[src/rtl/shift_arbiter_pkg.sv]
// Shared types for the shift arbiter: shift opcodes and controller states.
// Opcode ROL is only functional when SHIFT_ARBITER_ROTATE_EN is defined.
package shift_arbiter_pkg;

  typedef enum logic [1:0] {
    SLL = 2'b00,
    SRL = 2'b01,
    SRA = 2'b10,
    ROL = 2'b11
  } shift_op_t;

  typedef enum logic [1:0] {
    IDLE = 2'b00,
    EXEC = 2'b01,
    RESP = 2'b10
  } state_t;

endpackage

[src/rtl/shift_arbiter_shift_core.sv]
// Combinational shift datapath built from one left and one right shifter.
// SHIFT_ARBITER_ROTATE_EN enables ROL; otherwise ROL reports err with a zero result.
module shift_core
  import shift_arbiter_pkg::*;
#(
  parameter int N  = 32,
  parameter int SW = $clog2(N)
) (
  input  shift_op_t      op,
  input  logic [N-1:0]   data,
  input  logic [SW-1:0]  shamt,
  output logic [N-1:0]   result,
  output logic           err
);

  logic [N-1:0] shl;
  logic [N-1:0] shr;
  logic         fill;

  // Arithmetic right shift done on the logical shifter by inverting around it.
  assign fill = (op == SRA) ? data[N-1] : 1'b0;
  assign shl  = data << shamt;
  assign shr  = fill ? ~((~data) >> shamt) : (data >> shamt);

`ifdef SHIFT_ARBITER_ROTATE_EN
  localparam logic [SW:0] NW = SW'(0) + (SW+1)'(N);
  logic [SW:0] rot_amt;
  assign rot_amt = NW - {1'b0, shamt};
`endif

  always_comb begin
    result = '0;
    err    = 1'b0;
    case (op)
      SLL:     result = shl;
      SRL,
      SRA:     result = shr;
      ROL: begin
`ifdef SHIFT_ARBITER_ROTATE_EN
        result = shl | (data >> rot_amt);
`else
        err    = 1'b1;
`endif
      end
      default: result = '0;
    endcase
  end

endmodule

[src/rtl/shift_arbiter.sv]
// Round-robin arbiter in front of a shared shifter; one operation outstanding at a time.
// Build option SHIFT_ARBITER_ROTATE_EN enables the rotate-left opcode.
//
// state | meaning
// IDLE  | grant the round-robin winner, capture its operands
// EXEC  | run the shift core, register result and error
// RESP  | hold rsp_valid[owner] until the owner accepts
module shift_arbiter
  import shift_arbiter_pkg::*;
#(
  parameter int N    = 32,
  parameter int NREQ = 2
) (
  input  logic                       clk,
  input  logic                       rst,
  input  logic [NREQ-1:0]            req_valid,
  output logic [NREQ-1:0]            req_ready,
  input  logic [NREQ*2-1:0]          req_op,
  input  logic [NREQ*N-1:0]          req_data,
  input  logic [NREQ*$clog2(N)-1:0]  req_shamt,
  output logic [NREQ-1:0]            rsp_valid,
  input  logic [NREQ-1:0]            rsp_ready,
  output logic [N-1:0]               rsp_data,
  output logic                       rsp_err
);

  localparam int SW = $clog2(N);
  localparam int IW = $clog2(NREQ);

  state_t          state_q;
  logic [IW-1:0]   last_q;
  logic [IW-1:0]   owner_q;
  shift_op_t       op_q;
  logic [N-1:0]    data_q;
  logic [SW-1:0]   shamt_q;
  logic [NREQ-1:0] rsp_valid_q;
  logic [N-1:0]    rsp_data_q;
  logic            rsp_err_q;

  logic [IW-1:0]   grant_d;
  logic            grant_found;
  logic            accept;
  logic [N-1:0]    core_result;
  logic            core_err;

  // Search starts one past the last accepted requester.
  always_comb begin
    grant_d     = '0;
    grant_found = 1'b0;
    for (int k = 1; k <= NREQ; k++) begin
      if (!grant_found && req_valid[(int'(last_q) + k) % NREQ]) begin
        grant_d     = IW'((int'(last_q) + k) % NREQ);
        grant_found = 1'b1;
      end
    end
  end

  assign accept = (state_q == IDLE) && grant_found;

  always_comb begin
    req_ready = '0;
    if (accept && rst) req_ready[grant_d] = 1'b1;
  end

  shift_core #(.N(N), .SW(SW)) u_core (
    .op     (op_q),
    .data   (data_q),
    .shamt  (shamt_q),
    .result (core_result),
    .err    (core_err)
  );

  always_ff @(posedge clk or negedge rst) begin
    if (!rst) begin
      state_q     <= IDLE;
      last_q      <= IW'(NREQ - 1);
      owner_q     <= '0;
      op_q        <= SLL;
      data_q      <= '0;
      shamt_q     <= '0;
      rsp_valid_q <= '0;
      rsp_data_q  <= '0;
      rsp_err_q   <= 1'b0;
    end else begin
      case (state_q)
        IDLE: begin
          if (accept) begin
            owner_q <= grant_d;
            last_q  <= grant_d;
            op_q    <= shift_op_t'(req_op[grant_d*2 +: 2]);
            data_q  <= req_data[grant_d*N +: N];
            shamt_q <= req_shamt[grant_d*SW +: SW];
            state_q <= EXEC;
          end
        end
        EXEC: begin
          rsp_data_q  <= core_result;
          rsp_err_q   <= core_err;
          rsp_valid_q <= NREQ'(1) << owner_q;
          state_q     <= RESP;
        end
        RESP: begin
          if (rsp_ready[owner_q]) begin
            rsp_valid_q <= '0;
            state_q     <= IDLE;
          end
        end
        default: state_q <= IDLE;
      endcase
    end
  end

  assign rsp_valid = rsp_valid_q;
  assign rsp_data  = rsp_data_q;
  assign rsp_err   = rsp_err_q;

endmodule

[config.mk]
export PLATFORM = sky130hd
export DESIGN_NAME = shift_arbiter
export DESIGN_NICKNAME = d
export VERILOG_FILES = /design/src/rtl/shift_arbiter_pkg.sv /design/src/rtl/shift_arbiter_shift_core.sv /design/src/rtl/shift_arbiter.sv
export SDC_FILE = /design/constraint.sdc
export NUM_CORES = 1
export LEC_CHECK = 0
export BUFFER_PORTS_ARGS = -buffer_cell sky130_fd_sc_hd__buf_4
export CAP_MARGIN = 20
export CORE_ASPECT_RATIO = 1.5
export CORE_UTILIZATION = 50
export DETAILED_ROUTE_END_ITERATION = 10
export PLACE_DENSITY_LB_ADDON = 0.25
export SKIP_LAST_GASP = 1
export SYNTH_ARGS = -nofsm -noshare
export SYNTH_HDL_FRONTEND = slang
export SYNTH_HIERARCHICAL = 1
export SYNTH_SLANG_ARGS = --single-unit
[constraint.sdc]
create_clock -name clk -period 3 [get_ports clk]
set_clock_uncertainty 0.05 [all_clocks]
set_input_delay 0.6 -clock clk [delete_from_list [all_inputs] [get_ports clk]]
set_output_delay 0.6 -clock clk [all_outputs]
set_load 0.005 [all_outputs]
==> reports/metrics.cfg <==
[status]
outcome=complete, no violations

[routing]
routed-wl-met3_um=3026
wl_met1_um=11600
routed_wl_um=32460
vias=7993
via_per_inst=6.950
routed.top_layer=met4
ant_nets=0
firstDrtPassIters=6
drt_iter0_drc=785
route.detailed.drc=0
met2_length_um=15230
routed_wire_length_per_instance_um=28.22

[clocking]
numCtsBuffers=9
clock_latency_ns=0.35
cts.clk_slew.worst_paths_ns=0.07
cts_sinks=78
cts_hold_buffers=0
clk_path_buf_depth=2
cts_resized=0
tritoncts=yes
root_buffer=clkbuf_16
cts-htree-levels=3
cts_setup_buffers=0

[timing]
whs_ns=0.2292
fin_setup_tns_ns=0
slew_headroom_pct=43.42
worstMarginPinSlew_ns=0.8398
maxClockFrequency_ghz=0.3455
slew_violations=0
rsz0062_at_grt=no
hold_viol_final=0
min_period_over_period_pct=96.48
layout_min_cycle_time_ns=2.894
setup_viol=0

[min_path]
min_path_type=in -> async

[grt]
grt_max_degree=42
grt_usage_pct=37.92
grt_pass1_vias=7763
grt_overflow=0
antenna_found_initial=0
grt_pass1_wl_um=49000

[synth]
synth.distinct_cells=71
syn_avg_cell_area_um2=10.72
syn_area_mm2=0.008730
synth_cells=814
synth_edf_count=0
synth_top_area_share_pct=22.07
syn-num-nets=901
synth_flop_cell=dfrtp_1
yosysWarningCount=6
synth_top_cells_by_area=dfrtp_1, mux4_2, mux2_4
ys_seq_area_share_pct=22.37
postSynth.asyncResetShare_pct=100.0
ys_ff_latch=78
synth_top_area_cell=dfrtp_1

[finish]
final_nets=1022
drive_gt1_share_pct=48.40
layout_common_cells=buf_4, mux4_2, mux2_4
areaGrowthSynthToFinish_pct=19.69
mostFrequentLayoutCell=buf_4
regArea_mm2=0.001961
multi_input_area_mm2=0.006191
n_fill_cell=1426
final_area_mm2=0.01045
fin_cells=1150
diodes=0

[critical_path]
cp.required_ns=3.19
crit_start=shamt_q[0]$_DFFE_PN0P_
r2r_cells=6
r2r_end=rsp_data[13]$_DFFE_PN0P_
arrival_ns=3.09
reg2reg_from=shamt_q[0]$_DFFE_PN0P_
cpMostUsedCell=mux2_2
path_delay_family=multiplexers
worstPathCellList=mux2i_1 -> nor2_1 -> mux2_2 -> o21ai_0 -> o22ai_1 -> mux2_2
crit_path_top_delay_cell=dfrtp_2
end_kind=flop
path_max_fanout=18
rrSetupSlack_ns=0.11
max_stage_delay_ns=0.72
worst_setup_path_start_kind=flop
critPathKind=reg -> reg
cp_num_buf_inv=0

[floorplan]
ioPinCount=121
rows=58
initial_core_util_pct=51.63
die_width_um=109.9
coreArea_mm2=0.01691
die_y_um=163.8
dieArea_mm2=0.01800

[placement]
gp_congestion=1.071
dp_hpwl_um=24600
dpl.cell_count=1134
place_area_mm2=0.01013
portBuffers=120

[job]
cap_violations=0

==> area by class of cell <==
cell class | instances | share of cell area, %
Inverter | 13 | 0.4670
Timing Repair Buffer | 206 | 16.00
Multi-Input combinational cell | 627 | 59.25
Tap cell | 210 | 2.515
Clock buffer | 11 | 2.227
Clock inverter | 5 | 0.7783
Sequential cell | 78 | 18.76
==> cells in the mapped netlist, drive strengths merged (3+ instances only) <==
cell type,n
a211oi,10
mux2i,44
dfrtp,77
nand4,3
o2bb2ai,3
a21o,4
o32ai,6
a31oi,11
and3,4
mux4,78
o22a,3
a21oi,33
clkbuf,44
a211o,4
ha,3
and2,3
buf,52
a221o,4
nand3,18
nor3,10
o21ai,27
a32oi,3
o221ai,8
nor2b,8
o311ai,4
o21a,4
nand2b,9
a221oi,3
or2,5
nand2,57
o211ai,12
o31ai,7
or3,4
nor2,57
o22ai,11
mux2,139
inv,11
==> worst max-delay path by stage <==
stage | end | cells past startpoint
global placement | rsp_data[4]$_DFFE_PN0P_ | 6
detailed placement | rsp_data[4]$_DFFE_PN0P_ | 6
floorplan | rsp_data[4]$_DFFE_PN0P_ | 7
finish | rsp_data[13]$_DFFE_PN0P_ | 6
CTS | rsp_data[4]$_DFFE_PN0P_ | 6
global route | rsp_data[13]$_DFFE_PN0P_ | 6
==> kinds of logic after synthesis <==
kind of cell,count (synthesis),share of synthesized area [%]
AND/OR/NAND/NOR,185,9.704
adder cells (fa/ha/maj),3,0.4300
multiplexers,261,46.41
buffers and inverters,109,6.751
AO/OA/AOI/OAI,178,14.33
flip-flops,78,22.37
==> registers in the layout (all words and copies together) (netlist names) <==
signal	cells
rsp_err	1
rsp_valid	2
last_q	1
state_q	2
data_q	32
op_q	2
rsp_data	32
shamt_q	5
owner_q	1
==> layer usage <==
metal | up-vias | GRT usage [%]
met5 | - | 0
met1 | 3942 | 46.49
li1 | 3411 | -
met3 | 129 | 9.246
met4 | 0 | 26.91
met2 | 511 | 57.76
==> per-stage QoR <==
stage          setup slack, ns  util [%]
5_1_grt                0.04948     61.80
4_1_cts                 0.2401     61.80
6_report                0.1057     61.80
2_1_floorplan           0.5706         -
3_5_place_dp            0.2484     59.94
3_3_place_gp            0.2496     59.94
Power is not shown: default switching activity piles up to over one toggle a cycle in this logic, so the estimate is an artifact.
